**src/rtl/dcache_req_adapter.sv**
```systemverilog
// Simple request adapter between a valid/ready upstream port and a CVA6-style
// dcache request port. At most one request is outstanding at a time. Loads
// follow the index-then-tag protocol; stores send index and tag together.
// A cycle counter aborts requests that the cache never grants or never
// answers.

// Minimal dcache port definitions. Only the fields this adapter drives or
// consumes are present. The struct field widths are taken from the package
// constants, so IDX_W and TAG_W must match them.
package ariane_pkg;
  localparam int unsigned DCACHE_INDEX_WIDTH = 12;
  localparam int unsigned DCACHE_TAG_WIDTH   = 44;

  typedef struct packed {
    logic [DCACHE_INDEX_WIDTH-1:0] address_index;
    logic [DCACHE_TAG_WIDTH-1:0]   address_tag;
    logic [63:0]                   data_wdata;
    logic                          data_req;
    logic                          data_we;
    logic [7:0]                    data_be;
    logic [1:0]                    data_size;
    logic                          kill_req;
    logic                          tag_valid;
  } dcache_req_i_t;

  typedef struct packed {
    logic        data_gnt;
    logic        data_rvalid;
    logic [63:0] data_rdata;
  } dcache_req_o_t;
endpackage

module dcache_req_adapter #(
  parameter int unsigned TIMEOUT = 256,
  parameter int unsigned IDX_W   = ariane_pkg::DCACHE_INDEX_WIDTH,
  parameter int unsigned TAG_W   = ariane_pkg::DCACHE_TAG_WIDTH
) (
  input  logic                      clk_i,
  input  logic                      rst_i,
  input  logic                      req_valid_i,
  output logic                      req_ready_o,
  input  logic [TAG_W+IDX_W-1:0]    req_addr_i,
  input  logic                      req_we_i,
  input  logic [63:0]               req_wdata_i,
  input  logic [7:0]                req_be_i,
  input  logic [1:0]                req_size_i,
  output logic                      resp_valid_o,
  output logic [63:0]               resp_data_o,
  output logic                      resp_err_o,
  output ariane_pkg::dcache_req_i_t dcache_req_o,
  input  ariane_pkg::dcache_req_o_t dcache_resp_i,
  output logic                      busy_o
);

  typedef enum logic [1:0] {
    IDLE    = 2'd0,
    REQ     = 2'd1,
    TAG     = 2'd2,
    WAIT_RV = 2'd3
  } state_e;

  // Last counter value allowed before an abort; the counter starts at 0 in
  // the first REQ cycle, so TIMEOUT cycles are spent in REQ/TAG/WAIT_RV.
  localparam logic [15:0] CntLast = 16'(TIMEOUT - 1);

  state_e                    state_q, state_d;
  logic [15:0]               cnt_q, cnt_d;
  ariane_pkg::dcache_req_i_t dreq_q, dreq_d;
  logic                      resp_valid_q, resp_valid_d;
  logic                      resp_err_q, resp_err_d;
  logic [63:0]               resp_data_q, resp_data_d;

  // Next-state, counter and registered-output computation
  always_comb begin
    state_d          = state_q;
    cnt_d            = cnt_q;
    dreq_d           = dreq_q;
    dreq_d.kill_req  = 1'b0;
    resp_valid_d     = 1'b0;
    resp_err_d       = 1'b0;
    resp_data_d      = resp_data_q;

    case (state_q)
      IDLE: begin
        if (req_valid_i) begin
          state_d              = REQ;
          cnt_d                = 16'd0;
          dreq_d.data_req      = 1'b1;
          dreq_d.address_index = req_addr_i[IDX_W-1:0];
          dreq_d.address_tag   = req_addr_i[TAG_W+IDX_W-1:IDX_W];
          dreq_d.data_we       = req_we_i;
          dreq_d.data_wdata    = req_wdata_i;
          dreq_d.data_be       = req_be_i;
          dreq_d.data_size     = req_size_i;
          dreq_d.tag_valid     = req_we_i;
        end
      end

      REQ: begin
        cnt_d = cnt_q + 16'd1;
        if (dcache_resp_i.data_gnt) begin
          dreq_d.data_req = 1'b0;
          if (dreq_q.data_we) begin
            state_d          = IDLE;
            dreq_d.tag_valid = 1'b0;
            resp_valid_d     = 1'b1;
            resp_data_d      = 64'd0;
          end else begin
            state_d          = TAG;
            dreq_d.tag_valid = 1'b1;
          end
        end else if (cnt_q >= CntLast) begin
          state_d          = IDLE;
          dreq_d.data_req  = 1'b0;
          dreq_d.tag_valid = 1'b0;
          resp_valid_d     = 1'b1;
          resp_err_d       = 1'b1;
          resp_data_d      = 64'd0;
        end
      end

      TAG: begin
        cnt_d            = cnt_q + 16'd1;
        dreq_d.tag_valid = 1'b0;
        if (dcache_resp_i.data_rvalid) begin
          state_d      = IDLE;
          resp_valid_d = 1'b1;
          resp_data_d  = dcache_resp_i.data_rdata;
        end else begin
          state_d = WAIT_RV;
        end
      end

      WAIT_RV: begin
        cnt_d = cnt_q + 16'd1;
        if (dcache_resp_i.data_rvalid) begin
          state_d      = IDLE;
          resp_valid_d = 1'b1;
          resp_data_d  = dcache_resp_i.data_rdata;
        end else if (cnt_q >= CntLast) begin
          state_d         = IDLE;
          dreq_d.kill_req = 1'b1;
          resp_valid_d    = 1'b1;
          resp_err_d      = 1'b1;
          resp_data_d     = 64'd0;
        end
      end

      default: begin
        state_d = IDLE;
      end
    endcase
  end

  // State, counter and output registers; reset clears the request lines at once
  always_ff @(posedge clk_i or posedge rst_i) begin
    if (rst_i) begin
      state_q      <= IDLE;
      cnt_q        <= 16'd0;
      dreq_q       <= '0;
      resp_valid_q <= 1'b0;
      resp_err_q   <= 1'b0;
      resp_data_q  <= 64'd0;
    end else begin
      state_q      <= state_d;
      cnt_q        <= cnt_d;
      dreq_q       <= dreq_d;
      resp_valid_q <= resp_valid_d;
      resp_err_q   <= resp_err_d;
      resp_data_q  <= resp_data_d;
    end
  end

  assign dcache_req_o = dreq_q;
  assign resp_valid_o = resp_valid_q;
  assign resp_err_o   = resp_err_q;
  assign resp_data_o  = resp_data_q;
  assign req_ready_o  = (state_q == IDLE);
  assign busy_o       = (state_q != IDLE);

endmodule

```
**config.mk**
```make
export PLATFORM = sky130hd
export DESIGN_NAME = dcache_req_adapter
export DESIGN_NICKNAME = d
export VERILOG_FILES = /design/src/rtl/dcache_req_adapter.sv
export SDC_FILE = /design/constraint.sdc
export NUM_CORES = 1
export LEC_CHECK = 0
export ABC_AREA = 0
export CAP_MARGIN = 25
export CORE_AREA = 2 2 155 157
export DETAILED_ROUTE_END_ITERATION = 7
export DIE_AREA = 0 0 157 159
export PLACE_DENSITY = 0.84
export SLEW_MARGIN = 15
export SYNTH_ARGS = -nofsm -noshare
export SYNTH_HDL_FRONTEND = slang
export SYNTH_SLANG_ARGS = --single-unit
export TNS_END_PERCENT = 10
```
**constraint.sdc**
```tcl
create_clock -name clk_i -period 6.88 [get_ports clk_i]
set_input_delay 1.376 -clock clk_i [delete_from_list [all_inputs] [get_ports clk_i]]
set_output_delay 1.376 -clock clk_i [all_outputs]
set_load 0.02 [all_outputs]
```
==> impl_metrics.tcl, run 1 <==
set metrics [dict create \
    crit_path_end_kind "output pin" \
    wl_per_cell_um 18.9 \
    antenna_found_initial 3 \
    port_buffers 401 \
    synth_top_area_share_pct 64.6 \
    cp.required_ns 5.50 \
    setup_ws_ns 2.92 \
    hp-class "reg -> reg" \
    synth_edf_count 0 \
    top_usage_layer "met2" \
    dieArea_um2 25000 \
    hpwl_mm 17.6 \
    htreeDepth 1 \
    cp-start-kind "register" \
    path_common_cell "inv_1" \
    max_slew.worst_pin.slew_ns 0.777 \
    initial_core_util_pct 36.4 \
    io_pins 402 \
    syn2layout_area_growth_pct 60.7 \
    grt_max_degree 120 \
    crit_type "reg -> out" \
    ys_seq_elements 218 \
    setup_viol 0 \
    dr.pass1.iters 4 \
    grt.met2_usage_pct 33.1 \
    final.setup.tns_ns 0 \
    cts_root_buf "clkbuf_16" \
    clkLatencyLatePin_ns 0.51 \
    clock_path_buffers 3 \
    numCtsBuffers 24 \
    p_leak_uw 0.00579 \
    cts.clk_slew.worst_paths_ns 0.06 \
    synth.yosys.seq_area_share_pct 64.6 \
    coreArea_um2 23200 \
    std_cell_rows 56 \
    place_ws_ns 3.17 \
    crit_chain "inv_1 -> ha_1 -> inv_1 -> clkdlybuf4s50_1" \
    viasPerCell 4.84 \
    post_cts_buffers 0 \
    cts_resized 0 \
    synthDistinctLibCells 47 \
    finalClockSkew_ns 0.0148 \
    max_slew_margin_pct 48.2 \
    synth_warnings 0 \
    syn_inst 543 \
    drtAntennaViolNets 0 \
    status "complete, no violations" \
    cts.sinks 218 \
    rsz0062_at_grt "false" \
    path_buf_inv 3 \
    cts_hold_repair.buffers 0 \
    grt_pass1_vias 6625 \
    wl_mm 24.3 \
    synth_area_um2 8440 \
    post-route-period-util_pct 57.5 \
    gr-usage-met3_pct 8.00 \
    cpPeakStageDelay_ns 0.66 \
    drc 0 \
    synthArstFlopShare_pct 100 \
    crit_path_max_fanout 20 \
    fp.dieW_um 157 \
    drv_cap 0 \
    die_y_um 159 \
    track_usage_pct 19.0 \
    synthTopCellsByCount "218 x dfrtp_1, 96 x mux2_2, 66 x a22o_1" \
    fin_crit_ns 3.96 \
    drive_gt1_share_pct 16.6 \
    synth_area_leader_cell "dfrtp_1" \
    nets 1152 \
    num_vias 6223 \
    grt_pass1_wl_mm 37.3 \
    slew_violations 0 \
    synth_area_leaders "dfrtp_1 65%, mux2_2 13%, a22o_1 6.8%" \
    syn-num-nets 748 \
    pwr_density_cell_nw_per_um2 495 \
    utilization_pct 58.5 \
    place.gp.congestion 0.757 \
    first_iter_violations 257 \
    synth.avg_cell_area_um2 15.5 \
    fmax_mhz 253 \
    cp_slowest_cell "ha_1" \
    arrival_ns 2.58 \
    ir_drop_mv 0.300 \
    cts_tree "done" \
    met1_usage_pct 21.1 \
    hold_viol_final 0 \
    gr-total-overflow 0 \
    ys.flop_type "dfrtp_1" \
    cp_top_family "buffers and inverters" \
    synth.most_common_cell "dfrtp_1" \
]
-- cells by family after synthesis --
family | synth area share [%]
buffers and inverters | 2.80
and+or+nand+nor | 3.93
DFF | 64.6
AOI/OAI and AO/OA | 9.09
adders and majority gates | 0.741
muxes | 18.8
-- stage by stage --
step                      cell area [um^2]  std cells  hold WS (ns)  total power, uW
after global routing                 13600       1285         0.505             7050
after floorplan                       8440        543         0.467             3850
final                                13600       1285         0.487             6710
after detailed placement             12700       1239         0.480             5430
after global placement               12700       1239         0.473             5360
after CTS                            13500       1282         0.494             6790
-- metal layers --
layer	vias up	share of wire, %
li1	2809	-
met1	3075	37
met2	295	50
met3	42	11
met4	2	2.4
met5	-	0.053
-- worst reg2reg max path: stages (launching register included) --
cell     delay (ns)
dfrtp_1        0.43
inv_1          0.11
ha_1           0.66
nand2_4        0.57
buf_4          0.53
mux2_1         0.43
-- where the power goes --
group / internal [uW] / total, uW / leakage, uW / switching, uW
sequential: 1890 / 2210 / 0.00272 / 322
combinational: 1630 / 3180 / 0.00264 / 1550
clock: 812 / 1320 / 0.000425 / 509
-- sequential cells by signal, summed over array words and instances, names as in the netlist --
signal,cells
state_q,2
resp_err_o,1
resp_valid_o,1
dcache_req_o,134
cnt_q,16
resp_data_o,64
-- path summary, 6_finish.rpt --
| path | cells past startpoint | end | slack, ns | startpoint |
|---|---|---|---|---|
| min | 1 | dcache_req_o[62]$_DFFE_PP0P_ | 0.49 | dcache_req_o[62]$_DFFE_PP0P_ |
| max in group asynchronous | 4 | dcache_req_o[106]$_DFFE_PP0P_ | 4.41 | rst_i |
| min reg2reg | 1 | dcache_req_o[62]$_DFFE_PP0P_ | 0.49 | dcache_req_o[62]$_DFFE_PP0P_ |
| max reg2reg | 5 | dcache_req_o[104]$_DFFE_PP0P_ | 4.01 | state_q[0]$_DFFE_PP0P_ |
| min in group asynchronous | 2 | dcache_req_o[30]$_DFFE_PP0P_ | 1.19 | rst_i |
| max | 4 | busy_o | 2.92 | state_q[0]$_DFFE_PP0P_ |
-- placed cells by master (no fill, tap or decap), types with 3 or more instances in the layout --
cell type        instances
nand2_1                 16
clkbuf_16               25
inv_1                    4
and3_1                   3
ha_1                     5
o31ai_1                  4
dfrtp_1                218
o21ai_0                  9
buf_4                    5
a22o_1                  66
clkbuf_8                11
mux2_2                  96
clkinv_2                 6
mux2_1                  37
clkdlybuf4s50_1        401
a21oi_1                  3
o211ai_1                 3
mux2i_1                  9
nand3_1                  7
-- area by class of cell --
| class | instances | area [um^2] |
|---|---|---|
| clock inverter | 7 | 60.1 |
| antenna | 2 | 5.00 |
| sequential | 218 | 5460 |
| inverter | 5 | 22.5 |
| timing repair buffer | 408 | 4090 |
| tap | 319 | 399 |
| clock buffer | 36 | 777 |
| multi-input combinational | 290 | 2760 |
| fill | 1815 | 9630 |
Note: power is estimated with default switching activity, not from simulation.
==> run 2: changes to the inputs <==
==> constraint.sdc (replaced) <==
create_clock -name clk_i -period 3.2 [get_ports clk_i]
set_input_delay 0.64 -clock clk_i [delete_from_list [all_inputs] [get_ports clk_i]]
set_output_delay 0.64 -clock clk_i [all_outputs]
set_load 0.02 [all_outputs]
==> run 2 against run 1 <==
Sequential cell count did not move. Clock-buffer cell count fell by 3. Register-to-register slack got worse by 3.1 ns. Critical path depth unchanged. Global-route usage grew 0.18 points. Worst hold slack improved by 0.00072 ns. Cell area is 0.27% higher. Clock skew rose by 0.0021 ns. Non-clock buffer count unchanged. Combinational power rose by 120%. Routed wire length grew 0.53%. Sequential share of layout area down 0.11 points.
==> impl_metrics.tcl, run 2 (synthesis results as in run 1) <==
set metrics [dict create \
    fmax_mhz 342 \
    post_cts_buffers 0 \
    die_y_um 159 \
    pwr-share-clk_pct 19.9 \
    fin_crit_ns 2.93 \
    std_cell_rows 56 \
    wl_per_cell_um 19.0 \
    pwr-share-comb_pct 47.2 \
    place.gp.congestion 0.788 \
    cp-start-kind "register" \
    track_usage_pct 19.1 \
    drtAntennaViolNets 0 \
    cp_top_family "buffers and inverters" \
    drv_cap 0 \
    place_ws_ns 0.519 \
    cts_hold_repair.buffers 0 \
    reg2reg_from "state_q[1]$_DFFE_PP0P_" \
    p_total_uw 14500 \
    htreeDepth 1 \
    hold_viol_final 0 \
    cts_resized 0 \
    slew_violations 0 \
    crit_path_max_fanout 20 \
    worstHoldStart "dcache_req_o[105]$_DFFE_PP0P_" \
    mostFrequentLayoutCells "401 x clkdlybuf4s50_1, 218 x dfrtp_1, 96 x mux2_2, 66 x a22o_1, 37 x mux2_1" \
    timing.hold.ws_ns 0.487 \
    port_buffers 401 \
    crit_path_end_kind "output pin" \
    num_vias 6183 \
    switchingPower_uw 5150 \
    r2r_end "resp_data_o[16]$_DFFE_PP0P_" \
    grt_pass1_wl_mm 37.6 \
    nets 1153 \
    cts.clk_slew.worst_paths_ns 0.06 \
    numCtsBuffers 25 \
    grt_pass1_vias 6670 \
    finalClockSkew_ns 0.0169 \
    coreArea_um2 23200 \
    cts_tree "done" \
    io_pins 402 \
    crit_type "reg -> out" \
    viasPerCell 4.81 \
    rr_worst_depth 7 \
    drive_gt1_share_pct 16.4 \
    cts.sinks 218 \
    max_slew.worst_pin.slew_ns 0.833 \
    hold_end "dcache_req_o[105]$_DFFE_PP0P_" \
    dr.pass1.iters 4 \
    p_sw_share_pct 35.5 \
    hpwl_mm 17.4 \
    clock_path_buffers 3 \
    hp-class "reg -> reg" \
    arrival_ns 2.29 \
    mostFrequentLayoutCell "clkdlybuf4s50_1" \
    first_iter_violations 287 \
    min_path_cells 1 \
    regArea_um2 5460 \
    post-route-period-util_pct 91.4 \
    crit_chain "inv_1 -> ha_2 -> inv_1 -> clkdlybuf4s50_1" \
    syn2layout_area_growth_pct 61.2 \
    cts_root_buf "clkbuf_16" \
    grt_max_degree 141 \
    initial_core_util_pct 36.4 \
    pwr_density_cell_nw_per_um2 1070 \
    clkLatencyLatePin_ns 0.52 \
    rsz0062_at_grt "false" \
    dieArea_um2 25000 \
    cpPeakStageDelay_ns 0.59 \
    status "complete, no violations" \
    antenna_found_initial 2 \
    nFillCells 1834 \
    p_leak_uw 0.00579 \
    cp_slowest_cell "clkdlybuf4s50_1" \
    wl_mm 24.5 \
    cp.required_ns 2.56 \
    fp.dieW_um 157 \
    max_slew_margin_pct 44.4 \
    multiInputGateArea_um2 2760 \
    internal_power_uw 9370 \
    drc 0 \
    p_seq_share_pct 32.9 \
    setup_ws_ns 0.275 \
    setup_viol 0 \
    path_common_cell "inv_1" \
    gr-total-overflow 0 \
    largest_reg_flops 134 \
    path_buf_inv 3 \
    ir_drop_mv 0.637 \
    r2r_slack_ns 0.88 \
]
==> run 2: changes by cell type in the layout (fill, tap and decap cells not counted), moves of 2 or more <==
cell | previous run | this run
clkbuf_8 | 11 | 4
buf_4 | 5 | 2
buf_12 | 2 | 5
bufinv_16 | 1 | 3
clkbuf_1 | 0 | 4
==> run 2: layout make-up <==
class                   count  share of cell area [%]
flip-flops and latches    218                    40.1
clock buffers              33                    5.11
clock inverters            11                    1.03
multi-input cells         290                    20.3
repair buffers            408                    30.4
diodes                      1                  0.0184
inverters                   5                   0.166
well taps                 319                    2.93
==> run 2: through the flow <==
| stage | utilization, % | instance area (um^2) | TNS, ns | instances |
|---|---|---|---|---|
| 2_1_floorplan | - | 8440 | -61.06 | 543 |
| 3_3_place_gp | 55.0 | 12800 | 0 | 1240 |
| 3_5_place_dp | 55.0 | 12800 | 0 | 1240 |
| 4_1_cts | 58.6 | 13600 | 0 | 1284 |
| 5_1_grt | 58.7 | 13600 | 0 | 1285 |
| 6_report | 58.7 | 13600 | 0 | 1285 |
==> run 2: routing by layer <==
metal	part of all wire, %	wire length, um	global-route usage (%)
met5	0.069	17	0
met3	13	3100	9.01
met1	36	8850	21.3
met4	3.0	736	6.17
met2	48	11800	32.3
==> run 2: how the worst max path moves through the flow <==
| stage | slack, ns | startpoint | depth (start not counted) | to |
|---|---|---|---|---|
| global placement | 0.60 | dcache_resp_i[65] | 6 | resp_data_o[6]$_DFFE_PP0P_ |
| global route | 0.17 | state_q[1]$_DFFE_PP0P_ | 4 | busy_o |
| floorplan | -0.28 | rst_i | 1 | cnt_q[0]$_DFFE_PP0P_ |
| CTS | 0.01 | state_q[0]$_DFFE_PP0P_ | 4 | busy_o |
| detailed placement | 0.52 | dcache_resp_i[65] | 6 | resp_data_o[56]$_DFFE_PP0P_ |
| finish | 0.27 | state_q[0]$_DFFE_PP0P_ | 4 | busy_o |
==> run 2: power groups by stage <==
stage | Sequential (uW) | Clock (uW) | Combinational, uW
global route | 4940 | 3080 | 7230
floorplan | 6330 | 0 | 1950
global placement | 4760 | 0 | 6790
detailed placement | 4810 | 0 | 6880
finish | 4770 | 2890 | 6860
CTS | 4790 | 2970 | 6930
==> run 3: changes to the inputs <==
--- a/config.mk
+++ b/config.mk
@@ -5,7 +5,6 @@
 export SDC_FILE = /design/constraint.sdc
 export NUM_CORES = 1
 export LEC_CHECK = 0
-export ABC_AREA = 0
 export CAP_MARGIN = 25
 export CORE_AREA = 2 2 155 157
 export DETAILED_ROUTE_END_ITERATION = 7
==> results of run 3 <==
Same layout as run 2: the final DEF is identical, and so are final timing and power.
